**config.mk**
```make
export PLATFORM = sky130hd
export DESIGN_NAME = conn_lookup_arbiter
export DESIGN_NICKNAME = d
export VERILOG_FILES = /design/src/rtl/conn_arb_pkg.sv /design/src/rtl/conn_arb_tag_fifo.sv /design/src/rtl/conn_lookup_arbiter.sv
export SDC_FILE = /design/constraint.sdc
export NUM_CORES = 1
export LEC_CHECK = 0
export ABC_AREA = 0
export CORE_ASPECT_RATIO = 2
export CORE_MARGIN = 5
export CORE_UTILIZATION = 40
export CTS_CLUSTER_DIAMETER = 100
export DETAILED_ROUTE_END_ITERATION = 6
export PLACE_DENSITY = 0.86
export SYNTH_ARGS = -nofsm -noshare
export SYNTH_HDL_FRONTEND = slang
export SYNTH_HIERARCHICAL = 1
export SYNTH_SLANG_ARGS = --single-unit
export TNS_END_PERCENT = 10
```
**constraint.sdc**
```tcl
create_clock -name clk -period 4.8 [get_ports clk]
set_input_delay 0.48 -clock clk [delete_from_list [all_inputs] [get_ports clk]]
set_output_delay 0.48 -clock clk [all_outputs]
set_load 0.03 [all_outputs]
```
**src/rtl/conn_arb_pkg.sv**
```systemverilog
// Shared types and constants for the connection-manager lookup arbiter.
package conn_arb_pkg;

  // Number of requesters sharing the lookup port (0 = TX path, 1 = RX/ingress path).
  localparam int NUM_REQ = 2;

  // Default response payload width used by the response field bundle.
  localparam int RESP_W_DEF = 32;

  // Requester index, also the tag stored per issued lookup.
  typedef logic [0:0] req_id_t;

  // Response fields returned by connection_manager for one lookup.
  typedef struct packed {
    logic                  hit;
    logic [RESP_W_DEF-1:0] data;
  } resp_fields_t;

endpackage

```
**src/rtl/conn_arb_tag_fifo.sv**
```systemverilog
// Tag FIFO: remembers which requester owns each in-flight lookup, in issue order.
// Pointers carry one extra wrap bit so full and empty are distinguishable.
module conn_arb_tag_fifo
  import conn_arb_pkg::*;
#(
  parameter int DEPTH = 4,
  localparam int AW = $clog2(DEPTH)
) (
  input  logic        clk,
  input  logic        rst,
  input  logic        push,
  input  req_id_t     push_id,
  input  logic        pop,
  output req_id_t     head_id,
  output logic        full,
  output logic        empty,
  output logic [AW:0] count
);

  req_id_t     mem_r [DEPTH];
  logic [AW:0] wr_ptr_r;
  logic [AW:0] rd_ptr_r;
  logic        do_push_s;
  logic        do_pop_s;

  assign full      = (wr_ptr_r[AW] != rd_ptr_r[AW]) &&
                     (wr_ptr_r[AW-1:0] == rd_ptr_r[AW-1:0]);
  assign empty     = (wr_ptr_r == rd_ptr_r);
  assign count     = wr_ptr_r - rd_ptr_r;
  assign head_id   = mem_r[rd_ptr_r[AW-1:0]];
  assign do_push_s = push & ~full;
  assign do_pop_s  = pop & ~empty;

  // Advance write/read pointers on accepted push/pop.
  always_ff @(posedge clk) begin
    if (rst) begin
      wr_ptr_r <= '0;
      rd_ptr_r <= '0;
    end else begin
      if (do_push_s) begin
        wr_ptr_r <= wr_ptr_r + {{AW{1'b0}}, 1'b1};
      end
      if (do_pop_s) begin
        rd_ptr_r <= rd_ptr_r + {{AW{1'b0}}, 1'b1};
      end
    end
  end

  // Store the owner tag of a newly issued lookup.
  always_ff @(posedge clk) begin
    if (do_push_s) begin
      mem_r[wr_ptr_r[AW-1:0]] <= push_id;
    end
  end

endmodule

```
**src/rtl/conn_lookup_arbiter.sv**
```systemverilog
// Round-robin arbiter sharing connection_manager's single lookup port between
// the TX path (requester 0) and the RX path (requester 1). Responses come back
// in order and are steered to the owner recorded in the tag FIFO.
// Optional macro CONN_ARB_STATS_EN adds grant and stall counters.
module conn_lookup_arbiter
  import conn_arb_pkg::*;
#(
  parameter int KEY_W     = 64,
  parameter int RESP_W    = 32,
  parameter int MAX_OUTST = 4
) (
  input  logic                         clk,
  input  logic                         rst,
  input  logic                         req0_valid,
  input  logic [KEY_W-1:0]             req0_key,
  output logic                         req0_ready,
  input  logic                         req1_valid,
  input  logic [KEY_W-1:0]             req1_key,
  output logic                         req1_ready,
  output logic                         resp0_valid,
  output logic                         resp0_hit,
  output logic [RESP_W-1:0]            resp0_data,
  input  logic                         resp0_ready,
  output logic                         resp1_valid,
  output logic                         resp1_hit,
  output logic [RESP_W-1:0]            resp1_data,
  input  logic                         resp1_ready,
  output logic                         cm_lookup_valid,
  output logic [KEY_W-1:0]             cm_lookup_key,
  input  logic                         cm_lookup_ready,
  input  logic                         cm_resp_valid,
  input  logic                         cm_resp_hit,
  input  logic [RESP_W-1:0]            cm_resp_data,
  output logic                         cm_resp_ready,
  output logic [$clog2(MAX_OUTST):0]   outstanding,
  output logic                         err_orphan
`ifdef CONN_ARB_STATS_EN
  ,
  output logic [31:0]                  grant_cnt0,
  output logic [31:0]                  grant_cnt1,
  output logic [31:0]                  stall_cnt
`endif
);

  localparam int CW = $clog2(MAX_OUTST) + 1;

  logic               out_valid_r;
  logic [KEY_W-1:0]   out_key_r;
  req_id_t            rr_last_r;
  logic               err_orphan_r;

  logic [NUM_REQ-1:0] req_valid_s;
  logic               handshake_s;
  logic               grant_ok_s;
  logic               grant_valid_s;
  req_id_t            grant_id_s;
  logic [KEY_W-1:0]   grant_key_s;
  logic               fifo_full_s;
  logic               fifo_empty_s;
  req_id_t            head_id_s;
  logic [CW-1:0]      fifo_count_s;
  logic               pop_s;
  logic               orphan_s;

  assign req_valid_s = {req1_valid, req0_valid};
  assign handshake_s = out_valid_r & cm_lookup_ready;
  // Full FIFO means MAX_OUTST lookups are in flight; a same-cycle pop does not help.
  assign grant_ok_s  = (~out_valid_r | handshake_s) & ~fifo_full_s;

  // Round-robin pick; on contention the requester not granted last wins.
  always_comb begin
    grant_valid_s = 1'b0;
    grant_id_s    = 1'b0;
    if (grant_ok_s) begin
      case (req_valid_s)
        2'b01: begin
          grant_valid_s = 1'b1;
          grant_id_s    = 1'b0;
        end
        2'b10: begin
          grant_valid_s = 1'b1;
          grant_id_s    = 1'b1;
        end
        2'b11: begin
          grant_valid_s = 1'b1;
          grant_id_s    = ~rr_last_r;
        end
        default: begin
          grant_valid_s = 1'b0;
          grant_id_s    = 1'b0;
        end
      endcase
    end else begin
      grant_valid_s = 1'b0;
      grant_id_s    = 1'b0;
    end
  end

  assign req0_ready  = grant_ok_s & (grant_id_s == 1'b0);
  assign req1_ready  = grant_ok_s & (grant_id_s == 1'b1);
  assign grant_key_s = (grant_id_s == 1'b1) ? req1_key : req0_key;

  // Steer the in-order response to the owner at the FIFO head; drop orphans.
  always_comb begin
    resp0_valid   = 1'b0;
    resp1_valid   = 1'b0;
    cm_resp_ready = 1'b1;
    orphan_s      = 1'b0;
    if (fifo_empty_s) begin
      cm_resp_ready = 1'b1;
      orphan_s      = cm_resp_valid;
    end else begin
      case (head_id_s)
        1'b0: begin
          resp0_valid   = cm_resp_valid;
          cm_resp_ready = resp0_ready;
        end
        1'b1: begin
          resp1_valid   = cm_resp_valid;
          cm_resp_ready = resp1_ready;
        end
        default: begin
          resp0_valid   = 1'b0;
          resp1_valid   = 1'b0;
          cm_resp_ready = 1'b1;
        end
      endcase
    end
  end

  assign resp0_hit  = cm_resp_hit;
  assign resp0_data = cm_resp_data;
  assign resp1_hit  = cm_resp_hit;
  assign resp1_data = cm_resp_data;
  assign pop_s      = cm_resp_valid & cm_resp_ready & ~fifo_empty_s;

  conn_arb_tag_fifo #(
    .DEPTH (MAX_OUTST)
  ) u_tag_fifo (
    .clk     (clk),
    .rst     (rst),
    .push    (grant_valid_s),
    .push_id (grant_id_s),
    .pop     (pop_s),
    .head_id (head_id_s),
    .full    (fifo_full_s),
    .empty   (fifo_empty_s),
    .count   (fifo_count_s)
  );

  // Lookup output stage: load on grant, clear once connection_manager takes it.
  always_ff @(posedge clk) begin
    if (rst) begin
      out_valid_r <= 1'b0;
      out_key_r   <= '0;
    end else if (grant_valid_s) begin
      out_valid_r <= 1'b1;
      out_key_r   <= grant_key_s;
    end else if (handshake_s) begin
      out_valid_r <= 1'b0;
    end
  end

  // Remember the last granted requester; reset to 1 so requester 0 wins first.
  always_ff @(posedge clk) begin
    if (rst) begin
      rr_last_r <= 1'b1;
    end else if (grant_valid_s) begin
      rr_last_r <= grant_id_s;
    end
  end

  // Sticky flag for responses that arrive with nothing outstanding.
  always_ff @(posedge clk) begin
    if (rst) begin
      err_orphan_r <= 1'b0;
    end else if (orphan_s) begin
      err_orphan_r <= 1'b1;
    end
  end

  assign cm_lookup_valid = out_valid_r;
  assign cm_lookup_key   = out_key_r;
  assign outstanding     = fifo_count_s;
  assign err_orphan      = err_orphan_r;

`ifdef CONN_ARB_STATS_EN
  logic [31:0] grant_cnt0_r;
  logic [31:0] grant_cnt1_r;
  logic [31:0] stall_cnt_r;

  // Per-requester grant counts and cycles where a request waited on grant_ok.
  always_ff @(posedge clk) begin
    if (rst) begin
      grant_cnt0_r <= 32'd0;
      grant_cnt1_r <= 32'd0;
      stall_cnt_r  <= 32'd0;
    end else begin
      if (grant_valid_s && (grant_id_s == 1'b0)) begin
        grant_cnt0_r <= grant_cnt0_r + 32'd1;
      end
      if (grant_valid_s && (grant_id_s == 1'b1)) begin
        grant_cnt1_r <= grant_cnt1_r + 32'd1;
      end
      if ((req0_valid | req1_valid) & ~grant_ok_s) begin
        stall_cnt_r <= stall_cnt_r + 32'd1;
      end
    end
  end

  assign grant_cnt0 = grant_cnt0_r;
  assign grant_cnt1 = grant_cnt1_r;
  assign stall_cnt  = stall_cnt_r;
`endif

endmodule

```
After elaboration in Yosys (flattened, before gate mapping)
Memories as Yosys holds them, arrays and structs flattened. A register that Yosys moved wholly into a read port is not among the register bits.
Cells that the tools add are included.
{"block": "word_totals", "regBits": 73, "ramBits": 4, "in_bits": 169, "output_inout_bits": 140, "elab_cells": 52, "n_memories": 1}
{"memory": "u_tag_fifo.mem_r", "depth": 4, "width": 1, "rd": 1, "rd_clocked_by_memory_dff": 1, "wr": 1, "line_no": "conn_arb_tag_fifo.sv:20", "text": "req_id_t mem_r [DEPTH];"}
{"block": "op_classes", "n_addsub": 3, "eq_ne": 6, "mux": 18, "n_bitwise": 15, "reduce_logical": 3}
{"operator": "two-way mux 64 bit", "count": 1}
{"operator": "two-way mux 1 bit", "count": 13}
{"operator": "bitwise AND 1 bit", "count": 8}
{"operator": "adder 3 x 1 -> 3 bit (second input constant)", "count": 2}
{"operator": "inverter 1 bit", "count": 6}
{"operator": "equality test 2 bit (second input constant)", "count": 2}
{"operator": "two-way mux 2 bit", "count": 2}
{"operator": "case mux 1 bit (2 select lines)", "count": 2}
{"operator": "equality test 3 bit", "count": 1}
{"operator": "OR reduction 3 bit", "count": 1}
{"operator": "subtractor 3 bit", "count": 1}
{"operator": "equality test 2 x 1 -> 1 bit (second input constant)", "count": 1}
{"operator": "equality test 2 bit", "count": 1}
{"operator": "nonzero test 2 bit", "count": 1}
{"operator": "logical AND 1 bit", "count": 1}
{"operator": "!= test 1 bit", "count": 1}
{"operator": "bitwise OR 1 bit", "count": 1}

Logic depth before layout (Yosys ltp)
Gate-level depths: netlist of the first run.
{"block": "depth", "depth_word": 8, "mapped_depth": 10}

Modules after synthesis
Netlist of the first run, hierarchy kept.
{"mod": "conn_lookup_arbiter", "instances": 1, "cells_per_inst": 451, "area_per_inst_um2": 4093.9}
{"mod": "conn_arb_tag_fifo", "instances": 1, "cells_per_inst": 72, "area_per_inst_um2": 743.2}

Worst setup path before layout of the first run
No wires, ideal clock.
{"block": "synth_path", "path_type": "flip-flop to flip-flop", "startpoint": "register u_tag_fifo.wr_ptr_r[0]", "endpoint": "register (tool-made name)", "setup_time_ns": 0.134, "arrival_ns": 2.499, "required_time_ns": 4.666, "setup_slack_ns": 2.167, "stages_incl_launch_ff": 10, "period_less_slack_ns": 2.633, "path_cell_list": "dfxtp_1 -> inv_1 -> ha_1 -> nand2_1 -> buf_2 -> nor2b_1 -> a211o_1 -> and3b_1 -> nor4b_1 -> or4_1"}
{"item": "from (decl)", "line_no": "conn_arb_tag_fifo.sv:21", "text": "logic [AW:0] wr_ptr_r;"}
{"item": "from (signal assigned)", "line_no": "conn_arb_tag_fifo.sv:41", "text": "wr_ptr_r <= wr_ptr_r + {{AW{1'b0}}, 1'b1};"}

Worst setup path after layout of the first run
{"block": "layout_path", "startpoint": "register u_tag_fifo.wr_ptr_r[0]", "endpoint": "output req1_ready"}
{"block": "layout_between", "elab_chain_len": 6}
{"item": "equality test 2 bit (*)", "line_no": "conn_arb_tag_fifo.sv:27", "text": "(wr_ptr_r[AW-1:0] == rd_ptr_r[AW-1:0]);"}
{"item": "logical AND 1 bit (*)", "line_no": "conn_arb_tag_fifo.sv:26", "text": "assign full = (wr_ptr_r[AW] != rd_ptr_r[AW]) &&"}
{"item": "via fifo_full_s", "line_no": "conn_lookup_arbiter.sv:58", "text": "logic fifo_full_s;"}
{"item": "inverter 1 bit (*)", "line_no": "conn_lookup_arbiter.sv:68", "text": "assign grant_ok_s = (~out_valid_r | handshake_s) & ~fifo_full_s;"}
{"item": "bitwise AND 1 bit (*)", "line_no": "conn_lookup_arbiter.sv:68"}
{"item": "two-way mux 1 bit", "line_no": "conn_lookup_arbiter.sv:74", "text": "if (grant_ok_s) begin"}
{"item": "bitwise AND 1 bit (*)", "line_no": "conn_lookup_arbiter.sv:100", "text": "assign req1_ready = grant_ok_s & (grant_id_s == 1'b1);"}
{"item": "to (decl)", "line_no": "conn_lookup_arbiter.sv:19", "text": "output logic req1_ready,"}
The timed path passes the listed nets; every way through them passes the cells marked *.

==> flow_metrics.py, run 1 <==
metrics = {
    "synth": {
        "yosys-top-cells-count": "dfxtp_1 (75), inv_1 (72), a31oi_1 (68), buf_4 (67), nor2_1 (67)",
        "yosysWarnings": 6,
        "synthArstFlopShare": 0,
        "yosys.cell_count.top_type": "dfxtp_1",
        "syn_inst": 523,
        "ys.flop_type": "dfxtp_1",
        "synth-seq-area-share": 0.335,
        "synth_top_area_cell": "dfxtp_1",
        "synth.avg_cell_area_um2": 9.25,
        "synth-seq-cells": 79,
        "synth_edf_count": 4,
        "synth_area_um2": 4840,
        "ys_types": 44,
        "synth_fp_nets": 700,
        "synth_top_cells_by_area": "dfxtp_1 (31%), o32ai_2 (20%), buf_4 (10%), a31oi_1 (8.8%), inv_1 (5.6%)",
        "synth_top_cell_area_share": 0.310,
    },
    "critical_path": {
        "crit_start": "u_tag_fifo/wr_ptr_r[0]",
        "ff2ff_setup_slack_ns": 1.74,
        "endpoint_kind": "output pin",
        "critPathArrivalTime_ns": 3.14,
        "crit_end": "req1_ready",
        "worst-setup-path-type": "flop to output pin",
        "cp_data_required_time_ns": 4.32,
        "worst-r2r-cell-count": 6,
        "startpoint_type": "flop",
        "r2r_start": "u_tag_fifo/wr_ptr_r[0]",
        "crit_fanout": 13,
        "r2r-end": "cm_lookup_key[38]",
    },
    "timing": {
        "finClkSkew_ns": 0.0109,
        "whs_ns": 0.460,
        "setup_tns_ns": 0,
        "slew_headroom": 0.249,
        "finalCritPeriodShare": 0.753,
        "worstMarginPinSlew_ns": 1.13,
        "fmax_mhz": 277,
        "timing.final.crit_period_ns": 3.62,
        "hold_viol_final": 0,
        "setup_viol_count_final": 0,
        "rsz0062_at_grt": "false",
        "timing.final.max_slew_violations": 0,
    },
    "route": {
        "drt-initial-drc-count": 121,
        "drc": 0,
        "wirelength_um": 15500,
        "avgRoutedWirePerCell_um": 19.6,
        "via_count": 4346,
        "drtPass1Iterations": 4,
        "ant_nets": 0,
        "via_per_inst": 5.51,
    },
    "clock_network": {
        "cts_tree": "built",
        "hold_buffers": 0,
        "clkSlewWorstSetupHoldPaths_ns": 0.06,
        "cts_buffers": 9,
        "clk-insertion-delay-late_ns": 0.33,
        "postCtsSetupBuffers": 0,
        "cts_root_buffer": "clkbuf_16",
        "htreeDepth": 3,
        "clk_path_buf_depth": 2,
        "numClockSinks": 79,
        "cts_resized": 0,
    },
    "finish": {
        "regArea_um2": 1620,
        "syn_to_final_growth_pct": 38.7,
        "nets": 815,
        "final_layout_size_suffix_gt1_frac": 0.136,
        "multiInputGateArea_um2": 2240,
        "finish.utilization": 0.560,
        "antenna_cells": 0,
        "num-fill-cells": 1041,
    },
    "global_routing": {
        "grt.met1_usage": 0.218,
        "grt_pass1_vias": 4288,
        "antenna_found_initial": 0,
        "grtUsageMet3": 0.120,
        "gr-total-overflow": 0,
        "use_met2": 0.314,
        "grt_pass1_wl_um": 22600,
        "grt-busiest-layer": "met2",
        "track_usage": 0.200,
        "grt_max_degree": 65,
    },
    "die": {
        "row_count": 57,
        "core_um2": 12000,
        "num_io_pins": 309,
        "fp.dieH_um": 166,
        "die_x_um": 87.8,
        "die_area_um2": 14500,
        "start_util": 0.404,
    },
    "place": {
        "port_buffers": 209,
        "gp_congestion": 0.809,
        "dp_hpwl_um": 11200,
    },
    "power": {
        "p_per_area_nw_per_um2": 391,
        "leakagePower_nw": 2.45,
        "irDropWorstVdd_uv": 366,
    },
    "status": {
        "status": "finished clean",
    },
    "run": {
        "drv_cap": 0,
    },
    "worst_hold_path": {
        "hold_path.class": "flop to flop",
    },
}
-- worst max-delay path, cell delays in order (launching register included) --
cell             delay, ns
dfxtp_1               0.43
inv_1                 0.11
ha_1                  0.35
nand2_1               0.33
nor2_1                0.22
nor3_1                0.58
clkdlybuf4s50_1       0.79
-- routing by layer --
layer | routed length, µm | share of wire
met1 | 5520 | 0.36
met2 | 6980 | 0.45
met3 | 2560 | 0.17
met4 | 412 | 0.027
met5 | 0 | 0
-- power by group --
part / switching (W) / internal [W] / total [W]
combinational: 0.000647 / 0.000518 / 0.00117
clock: 0.000257 / 0.000360 / 0.000617
sequential: 0.0000697 / 0.000774 / 0.000843
total: 0.000974 / 0.00165 / 0.00263
-- worst min-delay path by stage --
| stage | start | endpoint | cells after the start |
|---|---|---|---|
| 6_report | cm_lookup_key[37] | cm_lookup_key[37] | 2 |
| 5_1_grt | cm_lookup_key[37] | cm_lookup_key[37] | 2 |
| 4_1_cts | cm_lookup_key[37] | cm_lookup_key[37] | 2 |
| 3_5_place_dp | cm_lookup_key[37] | cm_lookup_key[37] | 2 |
| 3_3_place_gp | cm_lookup_key[35] | cm_lookup_key[35] | 2 |
| 2_1_floorplan | rr_last_r | rr_last_r | 1 |
-- state kept, by name, indices dropped and copies added, names as in the netlist, named ones only --
signal               count
u_tag_fifo/mem_r         4
cm_lookup_valid          1
u_tag_fifo/wr_ptr_r      3
cm_lookup_key           64
err_orphan               1
u_tag_fifo/rd_ptr_r      3
rr_last_r                1
-- cell usage in the layout (no fill, tap or decap), types with 2 or more instances in the layout --
master and instances:
o32ai_2 60, a31oi_1 68, ha_1 7, buf_4 4, or4_1 2, nand2_1 6
a211o_1 2, nor3b_1 5, and3b_1 2, clkinv_2 3, inv_1 72, dfxtp_1 75
nor2_1 67, edfxtp_1 4, and2_1 4, nand3_1 2, o32ai_1 4, a41oi_1 2
clkdlybuf4s50_1 209, nor2b_1 3, clkbuf_16 9, a21oi_1 2, o311ai_1 3, or3_1 2
nor3_1 3
-- metrics by stage --
step	setup slack [ns]	cell area [µm²]	std cells	power, W
after floorplan	2.17	4840	523	0.00169
after global placement	1.71	6440	774	0.00200
after detailed placement	1.57	6440	774	0.00203
after CTS	1.19	6710	789	0.00265
after global routing	0.849	6710	789	0.00277
final	1.18	6710	789	0.00263
-- logic make-up (layout without fill, tap and decap cells) --
| logic type | after synthesis | in the layout | synth area share |
|---|---|---|---|
| buf+inv | 182 | 301 | 0.207 |
| compound gates | 145 | 145 | 0.319 |
| simple gates | 106 | 106 | 0.107 |
| flops | 79 | 79 | 0.335 |
| fa+ha+maj | 8 | 8 | 0.0222 |
| xor+xnor | 2 | 2 | 0.00517 |
| mux | 1 | 1 | 0.00466 |
-- area by class of cell --
class / count / area share
clock inverter: 4 / 0.00354
timing repair buffer: 213 / 0.316
sequential: 79 / 0.242
inverter: 73 / 0.0408
multi-input combinational: 262 / 0.334
tap: 147 / 0.0274
clock buffer: 11 / 0.0362
Power figures use the tool's default switching activity.
==> run 2: changes to the inputs <==
--- a/config.mk
+++ b/config.mk
@@ -8,10 +8,10 @@
 export ABC_AREA = 0
 export CORE_ASPECT_RATIO = 2
 export CORE_MARGIN = 5
-export CORE_UTILIZATION = 40
+export CORE_UTILIZATION = 34
 export CTS_CLUSTER_DIAMETER = 100
 export DETAILED_ROUTE_END_ITERATION = 6
-export PLACE_DENSITY = 0.86
+export PLACE_DENSITY = 0.78
 export SYNTH_ARGS = -nofsm -noshare
 export SYNTH_HDL_FRONTEND = slang
 export SYNTH_HIERARCHICAL = 1
==> constraint.sdc (replaced) <==
create_clock -name clk -period 3.25 [get_ports clk]
set_input_delay 0.325 -clock clk [delete_from_list [all_inputs] [get_ports clk]]
set_output_delay 0.325 -clock clk [all_outputs]
set_load 0.03 [all_outputs]
==> flow_metrics.py, run 2 (synthesis results as in run 1) <==
metrics = {
    "clock_network": {
        "cts_tree": "built",
        "htreeDepth": 3,
        "clkSlewWorstSetupHoldPaths_ns": 0.06,
        "numClockSinks": 79,
        "hold_buffers": 0,
        "clk-insertion-delay-late_ns": 0.33,
        "cts_resized": 0,
        "postCtsSetupBuffers": 0,
        "cts_root_buffer": "clkbuf_16",
        "clk_path_buf_depth": 2,
        "cts_buffers": 9,
    },
    "worst_hold_path": {
        "hold_path.class": "flop to flop",
        "hold_path_end": "cm_lookup_key[35]",
        "hold_start": "cm_lookup_key[35]",
        "hold_depth": 2,
    },
    "critical_path": {
        "r2r_start": "u_tag_fifo/wr_ptr_r[0]",
        "ff2ff_setup_slack_ns": 0.48,
        "cp_data_required_time_ns": 2.92,
        "crit_start": "u_tag_fifo/wr_ptr_r[0]",
        "startpoint_type": "flop",
        "r2r-end": "cm_lookup_key[37]",
        "worst-setup-path-type": "flop to output pin",
        "worst-r2r-cell-count": 6,
        "endpoint_kind": "output pin",
        "crit_fanout": 10,
        "critPathArrivalTime_ns": 2.63,
    },
    "die": {
        "core_um2": 14000,
        "start_util": 0.346,
        "num_io_pins": 309,
        "die_x_um": 94.3,
        "fp.dieH_um": 179,
        "row_count": 61,
        "die_area_um2": 16900,
    },
    "timing": {
        "hold_viol_final": 0,
        "timing.final.max_slew_violations": 0,
        "fmax_mhz": 339,
        "setup_tns_ns": 0,
        "finalCritPeriodShare": 0.908,
        "rsz0062_at_grt": "false",
        "setup_viol_count_final": 0,
        "fin_ws_ns": 0.299,
        "finClkSkew_ns": 0.0130,
        "whs_ns": 0.457,
        "slew_headroom": 0.203,
        "worstMarginPinSlew_ns": 1.19,
        "timing.final.crit_period_ns": 2.95,
    },
    "finish": {
        "num-fill-cells": 1306,
        "most-common-layout-cells": "clkdlybuf4s50_1 (209), dfxtp_1 (75), inv_1 (72)",
        "mostFrequentLayoutCell": "clkdlybuf4s50_1",
        "largest_reg_flops": 64,
        "nets": 820,
        "final_layout_size_suffix_gt1_frac": 0.144,
        "design_area_um2": 6870,
        "syn_to_final_growth_pct": 42.0,
    },
    "route": {
        "ant_nets": 0,
        "drc": 0,
        "avgRoutedWirePerCell_um": 20.4,
        "drt-initial-drc-count": 165,
        "wirelength_um": 17100,
        "via_per_inst": 5.26,
        "via_count": 4405,
        "drtPass1Iterations": 5,
    },
    "global_routing": {
        "gr-total-overflow": 0,
        "grt_pass1_vias": 4957,
        "grt_pass1_wl_um": 25500,
        "track_usage": 0.197,
        "antenna_found_initial": 1,
        "grt_max_degree": 65,
    },
    "place": {
        "port_buffers": 209,
        "gp_congestion": 0.836,
        "dp_hpwl_um": 12700,
        "dp_slack_ns": 0.461,
        "placed_cell_area_um2": 6550,
    },
    "power": {
        "irDropWorstVdd_uv": 453,
        "power_w": 0.00410,
        "p_per_area_nw_per_um2": 597,
        "leakagePower_nw": 2.50,
    },
    "status": {
        "status": "finished clean",
    },
    "run": {
        "drv_cap": 0,
    },
}
run 2: changes by cell type in the layout (fill, tap and decap cells not counted), sizes merged:
cell,delta
clkinv,-2
clkinvlp,+1
buf,+5
diode,+1
bufinv,+1
clkbuf,+1
run 2: worst max path at each step:
stage          slack [ns]                end  cells after the start
5_1_grt              0.14      cm_resp_ready                      7
4_1_cts              0.27      cm_resp_ready                      7
6_report             0.30      cm_resp_ready                      7
3_5_place_dp         0.46  cm_lookup_key[37]                      6
3_3_place_gp         0.57  cm_lookup_key[37]                      6
2_1_floorplan        0.62               flop                      9
run 2: stage by stage:
stage               std cells  utilization
finish                    838        0.492
global route              838        0.492
CTS                       837        0.491
detailed placement        821        0.469
global placement          821        0.469
floorplan                 523            -
run 2: report_power, final:
part / total [W] / switching, W / internal (W) / leakage (nW)
registers: 0.00125 / 0.000104 / 0.00114 / 0.658
clock network: 0.00107 / 0.000407 / 0.000664 / 0.154
logic: 0.00178 / 0.000997 / 0.000788 / 1.68
run 2: cell type report:
cell class / count / area (µm²) / share of cell area
well taps: 189 / 236 / 0.0344
multi-input cells: 262 / 2240 / 0.326
flip-flops and latches: 79 / 1620 / 0.236
repair buffers: 218 / 2170 / 0.316
clock inverters: 4 / 51.3 / 0.00747
diodes: 1 / 2.50 / 0.000364
clock buffers: 12 / 268 / 0.0390
inverters: 73 / 274 / 0.0399
run 2: worst max-delay path: stages (launching register included):
cell             delay (ns)
dfxtp_1                0.41
inv_1                  0.10
ha_1                   0.34
nand2_1                0.11
buf_4                  0.19
nor2b_1                0.30
a211o_1                0.17
clkdlybuf4s50_1        0.68
run 2: metal layers:
metal,global-route usage,part of all wire
met1,0.175,0.31
met2,0.369,0.55
met3,0.0353,0.060
met4,0.166,0.082
met5,0,0
